<file path="src/rtl/capture_buffer_reader_pkg.sv">
// Shared state encodings and helpers for the ADC capture double buffer.
// Imported by the reader and by the ADC driver.
package capture_pkg;

  typedef enum logic [1:0] {
    ST_IDLE   = 2'd0,
    ST_LOAD   = 2'd1,
    ST_HEADER = 2'd2,
    ST_STREAM = 2'd3
  } state_t;

  // Distance from the trigger back to the oldest sample of the record.
  function automatic int half_offset(input int depth);
    return 1 << (depth - 1);
  endfunction

endpackage

</file>
<file path="src/rtl/capture_buffer_reader_if.sv">
// Bus bundle for capture_buffer_reader: bank handshake, memory read
// port and output stream. master = reader side, slave = environment.
interface capture_buffer_reader_if #(
  parameter int DEPTH = 11,
  parameter int DW    = 12
);
  logic           cap_valid;
  logic           cap_ready;
  logic [DEPTH:0] trig_addr;
  logic           cs_n;
  logic           rd_en;
  logic [DEPTH:0] rd_addr;
  logic [DW-1:0]  rd_data;
  logic [DW-1:0]  m_data;
  logic           m_valid;
  logic           m_ready;
  logic           m_last;
  logic           busy;

  modport master (
    input  cap_valid, trig_addr, cs_n, rd_data, m_ready,
    output cap_ready, rd_en, rd_addr, m_data, m_valid, m_last, busy
  );

  modport slave (
    output cap_valid, trig_addr, cs_n, rd_data, m_ready,
    input  cap_ready, rd_en, rd_addr, m_data, m_valid, m_last, busy
  );
endinterface

</file>
<file path="src/rtl/capture_buffer_reader_fifo.sv">
// reader_skid_fifo: 2-entry {last, data} FIFO, the stream output register.
// Ports: i_push/i_din write, i_pop read, o_dout head, o_valid, o_count.
module reader_skid_fifo #(
  parameter int W = 13
) (
  input  logic         clk,
  input  logic         rst,
  input  logic         i_push,
  input  logic [W-1:0] i_din,
  input  logic         i_pop,
  output logic [W-1:0] o_dout,
  output logic         o_valid,
  output logic [1:0]   o_count
);
  logic [W-1:0] r_mem [2];
  logic         r_wp;
  logic         r_rp;
  logic [1:0]   r_count;

  always_ff @(posedge clk or posedge rst) begin
    if (rst) begin
      r_mem[0] <= '0;
      r_mem[1] <= '0;
      r_wp     <= 1'b0;
      r_rp     <= 1'b0;
      r_count  <= 2'd0;
    end else begin
      if (i_push) begin
        r_mem[r_wp] <= i_din;
        r_wp        <= ~r_wp;
      end
      if (i_pop)
        r_rp <= ~r_rp;
      r_count <= r_count + {1'b0, i_push} - {1'b0, i_pop};
    end
  end

  assign o_dout  = r_mem[r_rp];
  assign o_valid = (r_count != 2'd0);
  assign o_count = r_count;
endmodule

</file>
<file path="src/rtl/capture_buffer_reader.sv">
// Takes a filled capture bank and streams it oldest-first as a circular
// record of 2**DEPTH samples centred on the trigger.
// Ports: clk, rst (async, active high), bus (capture_buffer_reader_if.master).
// Macro READER_HEADER_EN: prepend one word holding trig_addr to each record.
module capture_buffer_reader
  import capture_pkg::*;
#(
  parameter int DEPTH = 11,
  parameter int DW    = 12
) (
  input  logic                    clk,
  input  logic                    rst,
  capture_buffer_reader_if.master bus
);
  localparam logic [DEPTH:0] N_REC = {1'b1, {DEPTH{1'b0}}};

  state_t           r_state;
  state_t           w_next;
  logic             r_bank;
  logic [DEPTH-1:0] r_offs;
  logic [DEPTH:0]   r_rem;
  logic             r_infl;
  logic             r_infl_last;

  logic             w_cap_ready;
  logic             w_xfer;
  logic             w_rd_en;
  logic             w_busy;
  logic             w_room;
  logic             w_push;
  logic [DW:0]      w_din;
  logic             w_pop;
  logic [DW:0]      w_fdout;
  logic             w_fvalid;
  logic [1:0]       w_fcount;

  assign w_pop  = w_fvalid & bus.m_ready;
  assign w_xfer = bus.cap_valid & w_cap_ready;

  // Credit includes a same-cycle pop so reads keep up at 1 word/cycle
  // while the FIFO plus the read in flight never exceeds 2 entries.
  assign w_room = (int'(w_fcount) + int'(r_infl) - int'(w_pop)) < 2;

  always_ff @(posedge clk or posedge rst) begin
    if (rst) r_state <= ST_IDLE;
    else     r_state <= w_next;
  end

  always_comb begin
    w_next = r_state;
    unique case (r_state)
      ST_IDLE:
        if (w_xfer) w_next = ST_LOAD;
`ifdef READER_HEADER_EN
      ST_LOAD:   w_next = ST_HEADER;
      ST_HEADER:
        if (w_pop) w_next = ST_STREAM;
`else
      ST_LOAD:   w_next = ST_STREAM;
`endif
      ST_STREAM:
        if (w_pop && w_fdout[DW]) w_next = ST_IDLE;
      default:   w_next = ST_IDLE;
    endcase
  end

  always_comb begin
    w_cap_ready = (r_state == ST_IDLE) & bus.cs_n & ~rst;
    w_rd_en     = (r_state == ST_STREAM) && (r_rem != '0) && w_room;
    w_busy      = (r_state != ST_IDLE);
  end

  always_ff @(posedge clk or posedge rst) begin
    if (rst) begin
      r_bank      <= 1'b0;
      r_offs      <= '0;
      r_rem       <= '0;
      r_infl      <= 1'b0;
      r_infl_last <= 1'b0;
    end else begin
      if (r_state == ST_LOAD) begin
        r_bank <= bus.trig_addr[DEPTH];
        r_offs <= bus.trig_addr[DEPTH-1:0] - DEPTH'(half_offset(DEPTH));
        r_rem  <= N_REC;
      end else if (w_rd_en) begin
        r_offs <= r_offs + DEPTH'(1);
        r_rem  <= r_rem - (DEPTH+1)'(1);
      end
      r_infl      <= w_rd_en;
      r_infl_last <= w_rd_en && (r_rem == (DEPTH+1)'(1));
    end
  end

`ifdef READER_HEADER_EN
  // trig_addr is valid during LOAD, so the header goes straight in.
  assign w_push = r_infl | (r_state == ST_LOAD);
  assign w_din  = (r_state == ST_LOAD)
                ? {1'b0, DW'(bus.trig_addr)}
                : {r_infl_last, bus.rd_data};
`else
  assign w_push = r_infl;
  assign w_din  = {r_infl_last, bus.rd_data};
`endif

  reader_skid_fifo #(.W(DW + 1)) u_fifo (
    .clk     (clk),
    .rst     (rst),
    .i_push  (w_push),
    .i_din   (w_din),
    .i_pop   (w_pop),
    .o_dout  (w_fdout),
    .o_valid (w_fvalid),
    .o_count (w_fcount)
  );

  assign bus.cap_ready = w_cap_ready;
  assign bus.rd_en     = w_rd_en;
  assign bus.rd_addr   = {r_bank, r_offs};
  assign bus.busy      = w_busy;
  assign bus.m_valid   = w_fvalid;
  assign bus.m_data    = w_fdout[DW-1:0];
  assign bus.m_last    = w_fdout[DW] & w_fvalid;
endmodule

</file>
<file path="src/flat_wrapper.sv">
// flat-port wrapper written by rule: the top's interface ports become plain ports
module capture_buffer_reader_flat import capture_pkg::*;
#(
  parameter int DEPTH = 11,
  parameter int DW    = 12
)
  (clk, rst, bus_cap_valid, bus_trig_addr, bus_cs_n, bus_rd_data, bus_m_ready, bus_cap_ready, bus_rd_en, bus_rd_addr, bus_m_data, bus_m_valid, bus_m_last, bus_busy);
  capture_buffer_reader_if #(.DEPTH(DEPTH), .DW(DW)) bus_i ();
  input  logic clk;
  input  logic rst;
  input wire logic [$bits(bus_i.cap_valid)-1:0] bus_cap_valid;
  input wire logic [$bits(bus_i.trig_addr)-1:0] bus_trig_addr;
  input wire logic [$bits(bus_i.cs_n)-1:0] bus_cs_n;
  input wire logic [$bits(bus_i.rd_data)-1:0] bus_rd_data;
  input wire logic [$bits(bus_i.m_ready)-1:0] bus_m_ready;
  output wire logic [$bits(bus_i.cap_ready)-1:0] bus_cap_ready;
  output wire logic [$bits(bus_i.rd_en)-1:0] bus_rd_en;
  output wire logic [$bits(bus_i.rd_addr)-1:0] bus_rd_addr;
  output wire logic [$bits(bus_i.m_data)-1:0] bus_m_data;
  output wire logic [$bits(bus_i.m_valid)-1:0] bus_m_valid;
  output wire logic [$bits(bus_i.m_last)-1:0] bus_m_last;
  output wire logic [$bits(bus_i.busy)-1:0] bus_busy;
  assign bus_i.cap_valid = bus_cap_valid;
  assign bus_i.trig_addr = bus_trig_addr;
  assign bus_i.cs_n = bus_cs_n;
  assign bus_i.rd_data = bus_rd_data;
  assign bus_i.m_ready = bus_m_ready;
  assign bus_cap_ready = bus_i.cap_ready;
  assign bus_rd_en = bus_i.rd_en;
  assign bus_rd_addr = bus_i.rd_addr;
  assign bus_m_data = bus_i.m_data;
  assign bus_m_valid = bus_i.m_valid;
  assign bus_m_last = bus_i.m_last;
  assign bus_busy = bus_i.busy;
  capture_buffer_reader #(.DEPTH(DEPTH), .DW(DW)) u_core (.clk(clk), .rst(rst), .bus(bus_i));
endmodule
</file>
<file path="config.mk">
export PLATFORM = sky130hd
export DESIGN_NAME = capture_buffer_reader_flat
export DESIGN_NICKNAME = d
export VERILOG_FILES = /design/src/rtl/capture_buffer_reader_pkg.sv /design/src/rtl/capture_buffer_reader_if.sv /design/src/rtl/capture_buffer_reader_fifo.sv /design/src/rtl/capture_buffer_reader.sv /design/src/flat_wrapper.sv
export SDC_FILE = /design/constraint.sdc
export NUM_CORES = 1
export LEC_CHECK = 0
export ABC_AREA = 1
export CORE_ASPECT_RATIO = 1.75
export CORE_UTILIZATION = 55
export CTS_BUF_LIST = sky130_fd_sc_hd__clkbuf_4
export DETAILED_ROUTE_END_ITERATION = 12
export HOLD_SLACK_MARGIN = 0.06
export PLACE_DENSITY = 0.83
export SYNTH_ARGS = -nofsm -noshare
export SYNTH_HDL_FRONTEND = slang
export SYNTH_SLANG_ARGS = --single-unit
</file>
<file path="constraint.sdc">
create_clock -name clk -period 3.3 [get_ports clk]
set_clock_uncertainty 0.1 [all_clocks]
set_input_delay 0.66 -clock clk [delete_from_list [all_inputs] [get_ports clk]]
set_output_delay 0.66 -clock clk [all_outputs]
set_load 0.01 [all_outputs]
</file>
==> results of run 1 <==
==> cells in the mapped netlist, types with 2 or more instances <==
master,instances
o21ai_0,27
buf_2,6
dfrtp_1,58
xor2_1,8
o21bai_1,3
nor2_2,4
nor2_1,25
nand3_2,3
buf_1,2
a21o_1,2
ha_1,10
nand4_1,7
inv_2,2
nand3_1,42
nand2_2,3
nand2_1,171
inv_1,40
xnor2_1,2
buf_4,2
clkbuf_1,5
or2_2,4
==> state kept, by name (all words and copies together) (netlist names) <==
register and cells:
u_core.u_fifo.r_mem 26, u_core.r_rem 12, u_core.r_offs 11, u_core.r_state 2, u_core.u_fifo.o_count 2, u_core.r_bank 1, u_core.r_infl 1, u_core.r_infl_last 1
u_core.u_fifo.r_rp 1, u_core.u_fifo.r_wp 1
==> report_power, final <==
part	leakage, nW	total [mW]	switching, mW	internal [mW]
sequential	0.607	0.710	0	0.710
combinational	1.56	0.0529	0.0223	0.0306
clock	0.0542	0.400	0.256	0.144
total	2.22	1.16	0.278	0.885
==> metal layers <==
| metal | part of all wire (%) | vias to the layer above |
|---|---|---|
| li1 | - | 1477 |
| met1 | 41 | 1354 |
| met2 | 52 | 69 |
| met3 | 3.7 | 17 |
| met4 | 3.0 | 0 |
| met5 | 0 | - |
==> kinds of logic (layout without fill, tap and decap cells) <==
family	count (synthesis)	count (layout)	share of synthesized area (%)
and+or+nand+nor	262	262	34.6
buffers and inverters	59	123	7.86
DFF	58	58	44.7
AOI/OAI and AO/OA	34	34	5.70
adders and majority gates	11	11	4.47
xor gates and xnor gates	10	10	2.70
==> worst register-to-register path: cells and delay by family (launching register included) <==
kind | cells | cell delay, ns
flip-flops | 1 | 0.40
adder cells (fa/ha/maj) | 4 | 0.74
AND/OR/NAND/NOR | 6 | 0.57
buffers and inverters | 4 | 0.53
==> stage by stage <==
stage | hold WS [ns] | instances | instance area (sq um) | util [%]
5_1_grt | 0.412 | 574 | 3980 | 70.7
2_1_floorplan | 0.343 | 434 | 3250 | -
4_1_cts | 0.395 | 574 | 3980 | 70.7
3_5_place_dp | 0.370 | 556 | 3860 | 68.6
3_3_place_gp | 0.360 | 556 | 3860 | 68.6
6_report | 0.387 | 574 | 3980 | 70.7
==> final cells by class <==
| type | count | area [sq um] |
|---|---|---|
| Fill cell | 474 | 1650 |
| Multi-Input combinational cell | 317 | 1540 |
| Sequential cell | 58 | 1450 |
| Timing Repair Buffer | 65 | 629 |
| Inverter | 42 | 158 |
| Tap cell | 76 | 95.1 |
| Clock buffer | 9 | 67.6 |
| Clock inverter | 7 | 36.3 |
==> worst min-delay path by stage <==
stage | from | endpoint | slack, ns | cells past startpoint
finish | u_core.r_bank$_DFFE_PP0P_ | u_core.r_bank$_DFFE_PP0P_ | 0.39 | 2
global route | u_core.u_fifo.r_mem[1]$_DFFE_PP0P_ | u_core.u_fifo.r_mem[1]$_DFFE_PP0P_ | 0.41 | 2
CTS | u_core.r_bank$_DFFE_PP0P_ | u_core.r_bank$_DFFE_PP0P_ | 0.39 | 2
detailed placement | u_core.r_bank$_DFFE_PP0P_ | u_core.r_bank$_DFFE_PP0P_ | 0.37 | 2
global placement | u_core.r_bank$_DFFE_PP0P_ | u_core.r_bank$_DFFE_PP0P_ | 0.36 | 2
floorplan | u_core.r_bank$_DFFE_PP0P_ | u_core.r_bank$_DFFE_PP0P_ | 0.34 | 2
==> what timing repair did <==
action,in CTS,in global routing
setup endpoints to repair,1,0
resized for setup,1,0
setup buffers,2,0
==> impl_metrics.json, run 1 <==
{
  "status": "completed",
  "grtUsageTotal_pct": 24.5,
  "layout_common_cells": "nand2_1, dfrtp_1, clkdlybuf4s50_1",
  "first_pass_iters": 4,
  "end_kind": "primary output",
  "grt_pass1_vias": 2693,
  "die_y_um": 104,
  "ys.flop_type": "dfrtp_1",
  "critPathMaxFanout": 3,
  "async_reset_ff_share_pct": 100,
  "drive_gt1_share_pct": 8.03,
  "clockRootBuffer": "clkbuf_4",
  "worstPathCellList": "ha_1 > inv_1 > ha_1 > inv_1 > ha_1 > ha_1 > inv_1 > nand2_1 > nand2_2 > nand2_4 > inv_1 > dlygate4sd2_1",
  "finalWirelength_mm": 6.98,
  "pre_cts_slack_ns": 0.0111,
  "ys_seq_area_share_pct": 44.7,
  "die_area_sq_um": 6230,
  "relSlewSlack_pct": 50.3,
  "max_freq_mhz": 327,
  "grt_max_degree": 59,
  "final_common_cell": "nand2_1",
  "period_share_pct": 92.8,
  "worstHoldPathType": "reg -> reg",
  "drtIter0Drc": 125,
  "clockBufferDepth": 2,
  "vias_per_cell": 5.08,
  "cts_sinks": 58,
  "cp.arrival_ns": 2.30,
  "wl_per_cell_um": 12.2,
  "start_util_pct": 57.7,
  "antenna_cells": 0,
  "num_rows": 36,
  "cap_violations": 0,
  "r2r_cells": 14,
  "ant_nets": 0,
  "tns_ns": 0,
  "synth_cell_type_count": 29,
  "path_depth": 12,
  "grt_overflow": 0,
  "drc": 0,
  "met1_usage_pct": 28.3,
  "rrSetupSlack_ns": 0.86,
  "cp-startpoint": "u_core.u_fifo.o_count[0]$_DFF_PP0_",
  "rsz0062_at_grt": "no",
  "dp_hpwl_mm": 4.95,
  "ir_drop_uv": 214,
  "netlist_top_cells_area": "dfrtp_1, nand2_1, nand3_1, inv_1, o21ai_0",
  "tritoncts": "yes",
  "report.final.hold_viol_count": 0,
  "synthCells": 434,
  "worst_pin_slew_ns": 0.744,
  "antenna_found_initial": 0,
  "busiest_layer": "met2",
  "grt_pass1_wl_mm": 11.6,
  "nets": 533,
  "timing.rr.start": "u_core.u_fifo.o_count[0]$_DFF_PP0_",
  "finalWorstSetupSlack_ns": 0.238,
  "area_delta_synth_final_pct": 22.5,
  "fin_crit_ns": 3.06,
  "crit_type": "reg -> out",
  "power.density_cell_area_nw_per_um2": 292,
  "io_buffers": 57,
  "critical_path.top_delay_family": "adder cells",
  "reg2reg_to": "u_core.r_offs[10]$_DFFE_PP0P_",
  "yosysWarnings": 0,
  "met3_usage_pct": 4.49,
  "synth_top_area_share_pct": 44.7,
  "synth-seq-cells": 58,
  "p_leak_nw": 2.22,
  "synth.avg_cell_area_sq_um": 7.49,
  "met2_usage_pct": 41.8,
  "worstSkewPairLatency_ns": 0.40,
  "synth_fp_nets": 474,
  "coreArea_sq_um": 5630,
  "final-max-slew-violation-count": 0,
  "worstPathBufferInverterCount": 5,
  "required_ns": 2.54,
  "dr_total_vias": 2917,
  "die_w_um": 60.1,
  "slowest_delay_ns": 0.37,
  "h-tree-depth": 3,
  "gp_congestion": 0.817,
  "clk_pin_slew_ns": 0.10,
  "crit_path_end": "bus_rd_en",
  "holdBufCountCts": 0,
  "power_mw": 1.16,
  "start_kind": "flop",
  "netlist_area_sq_um": 3250,
  "ios": 58,
  "finalSetupViolations": 0,
  "cts_buffers": 9,
  "yosys.area.top_type": "dfrtp_1",
  "crit_slowest_cell": "dfrtp_1",
  "synth-edff-count": 0
}
No activity file was read; power rests on OpenSTA's default activity.
==> inputs of run 2 (changes only) <==
- SLEW_MARGIN: default -> 20
==> results of run 2 <==
No change in the layout: final DEF, timing and power equal those of run 1.
==> inputs of run 3 (changes only) <==
- CORE_MARGIN: default -> 8
==> run 3 against run 2 <==
Net effect: worst setup slack worse by 0.092 ns; critical path depth stayed put; largest power group unchanged; critical path type unchanged; global-route usage is 5.7 points lower; power is 8.5% higher; largest cell class unchanged.
==> impl_metrics.json, run 3 (same netlist as run 1, synthesis figures left out) <==
{
  "worstPathBufferInverterCount": 5,
  "die_y_um": 118,
  "p_leak_nw": 2.23,
  "utilization_pct": 69.1,
  "regMostFlops": "u_core.u_fifo.r_mem",
  "largest_reg_flops": 26,
  "required_ns": 2.54,
  "grtUsageTotal_pct": 18.8,
  "clockBufferDepth": 2,
  "antenna_cells": 0,
  "cts_buffers": 9,
  "critPathMaxFanout": 4,
  "first_pass_iters": 4,
  "cts_sinks": 58,
  "grt_overflow": 0,
  "num_rows": 37,
  "nets": 531,
  "finalWirelength_mm": 7.42,
  "worst_pin_slew_ns": 0.758,
  "max_freq_mhz": 317,
  "largestRegisters": "u_core.u_fifo.r_mem x26, u_core.r_rem x12, u_core.r_offs x11",
  "power.density_cell_area_nw_per_um2": 316,
  "gp_congestion": 0.829,
  "finalSetupViolations": 0,
  "tns_ns": 0,
  "ant_nets": 0,
  "worstSkewPairLatency_ns": 0.41,
  "relSlewSlack_pct": 49.4,
  "grt_max_degree": 59,
  "finalWorstSetupSlack_ns": 0.146,
  "antenna_found_initial": 0,
  "crit_slowest_cell": "dfrtp_1",
  "drtIter0Drc": 147,
  "final-max-slew-violation-count": 0,
  "cp.arrival_ns": 2.39,
  "worstHoldPathType": "reg -> reg",
  "dr_total_vias": 2912,
  "worstPathCellList": "ha_2 > inv_1 > ha_1 > inv_1 > ha_1 > ha_1 > inv_1 > nand2_1 > nand2_2 > nand2_4 > inv_1 > dlygate4sd2_1",
  "die_area_sq_um": 8720,
  "clk_pin_slew_ns": 0.09,
  "drive_gt1_share_pct": 8.27,
  "coreArea_sq_um": 5790,
  "pre_cts_slack_ns": -0.0101,
  "crit_top_cell": "inv_1",
  "whs_ns": 0.394,
  "io_buffers": 57,
  "layout_common_cells": "nand2_1, dfrtp_1, clkdlybuf4s50_1",
  "power_mw": 1.26,
  "h-tree-depth": 3,
  "grt_pass1_vias": 3026,
  "crit_type": "reg -> out",
  "report.final.hold_viol_count": 0,
  "area_delta_synth_final_pct": 23.1,
  "slowest_delay_ns": 0.41,
  "fin_crit_ns": 3.15,
  "start_util_pct": 56.2,
  "final_common_cell": "nand2_1",
  "wl_per_cell_um": 12.9,
  "die_w_um": 74.1,
  "end_kind": "primary output",
  "period_share_pct": 95.6,
  "status": "completed",
  "grt_pass1_wl_mm": 13.1,
  "fill_cells": 490,
  "ir_drop_uv": 243,
  "rsz0062_at_grt": "no",
  "clockRootBuffer": "clkbuf_4",
  "ios": 58,
  "drc": 0,
  "dp_hpwl_mm": 5.32,
  "vias_per_cell": 5.07,
  "start_kind": "flop",
  "critical_path.top_delay_family": "adder cells",
  "tritoncts": "yes",
  "cap_violations": 0
}
==> run 3: final timing paths <==
kind	start	endpoint	slack [ns]	depth (start not counted)
worst max-delay path	u_core.r_infl$_DFF_PP0_	bus_rd_en	0.15	12
worst min-delay path	u_core.u_fifo.r_mem[11]$_DFFE_PP0P_	u_core.u_fifo.r_mem[11]$_DFFE_PP0P_	0.39	2
worst max register to register	u_core.u_fifo.o_count[0]$_DFF_PP0_	u_core.r_offs[10]$_DFFE_PP0P_	0.84	14
worst min register to register	u_core.u_fifo.r_mem[11]$_DFFE_PP0P_	u_core.u_fifo.r_mem[11]$_DFFE_PP0P_	0.39	2
max in group asynchronous	rst	u_core.r_rem[8]$_DFFE_PP0P_	1.90	3
min in group asynchronous	rst	u_core.r_rem[4]$_DFFE_PP0P_	0.70	3
==> run 3: metrics by stage <==
step	instance area [sq um]	instances
4_1_cts	4000	574
3_5_place_dp	3860	558
3_3_place_gp	3860	558
5_1_grt	4000	574
2_1_floorplan	3250	434
6_report	4000	574
==> run 3: layer usage <==
| metal | vias to the layer above | global-route usage, % | wire, um |
|---|---|---|---|
| li1 | 1475 | - | - |
| met1 | 1363 | 19.7 | 2970 |
| met2 | 63 | 32.8 | 3920 |
| met3 | 11 | 5.63 | 397 |
| met4 | 0 | 7.93 | 131 |
| met5 | - | 0 | 0 |
==> run 3: power breakdown <==
group	total, mW	switching [mW]	internal [mW]	leakage [nW]
sequential	0.710	0	0.710	0.607
combinational	0.0524	0.0218	0.0306	1.55
clock	0.499	0.265	0.234	0.0776
==> run 3: area by class of cell <==
cell class	count	area, sq um	area share (%)
Inverter	42	158	3.94
Clock inverter	6	57.6	1.44
Timing Repair Buffer	63	614	15.4
Clock buffer	10	75.1	1.88
Multi-Input combinational cell	317	1550	38.6
Sequential cell	58	1450	36.3
Tap cell	78	97.6	2.44
==> run 3: timing repair <==
item                       4_1_cts  5_1_grt
setup buffers                    0        0
resized for setup                1        1
setup endpoints to repair        1        1
gates cloned                     0        0
hold buffers                     0        0
==> run 3: worst min-delay path, stage by stage, from the launching register on <==
cell and delay [ns]:
dfrtp_1 0.35, nand2_1 0.05, o21ai_0 0.06
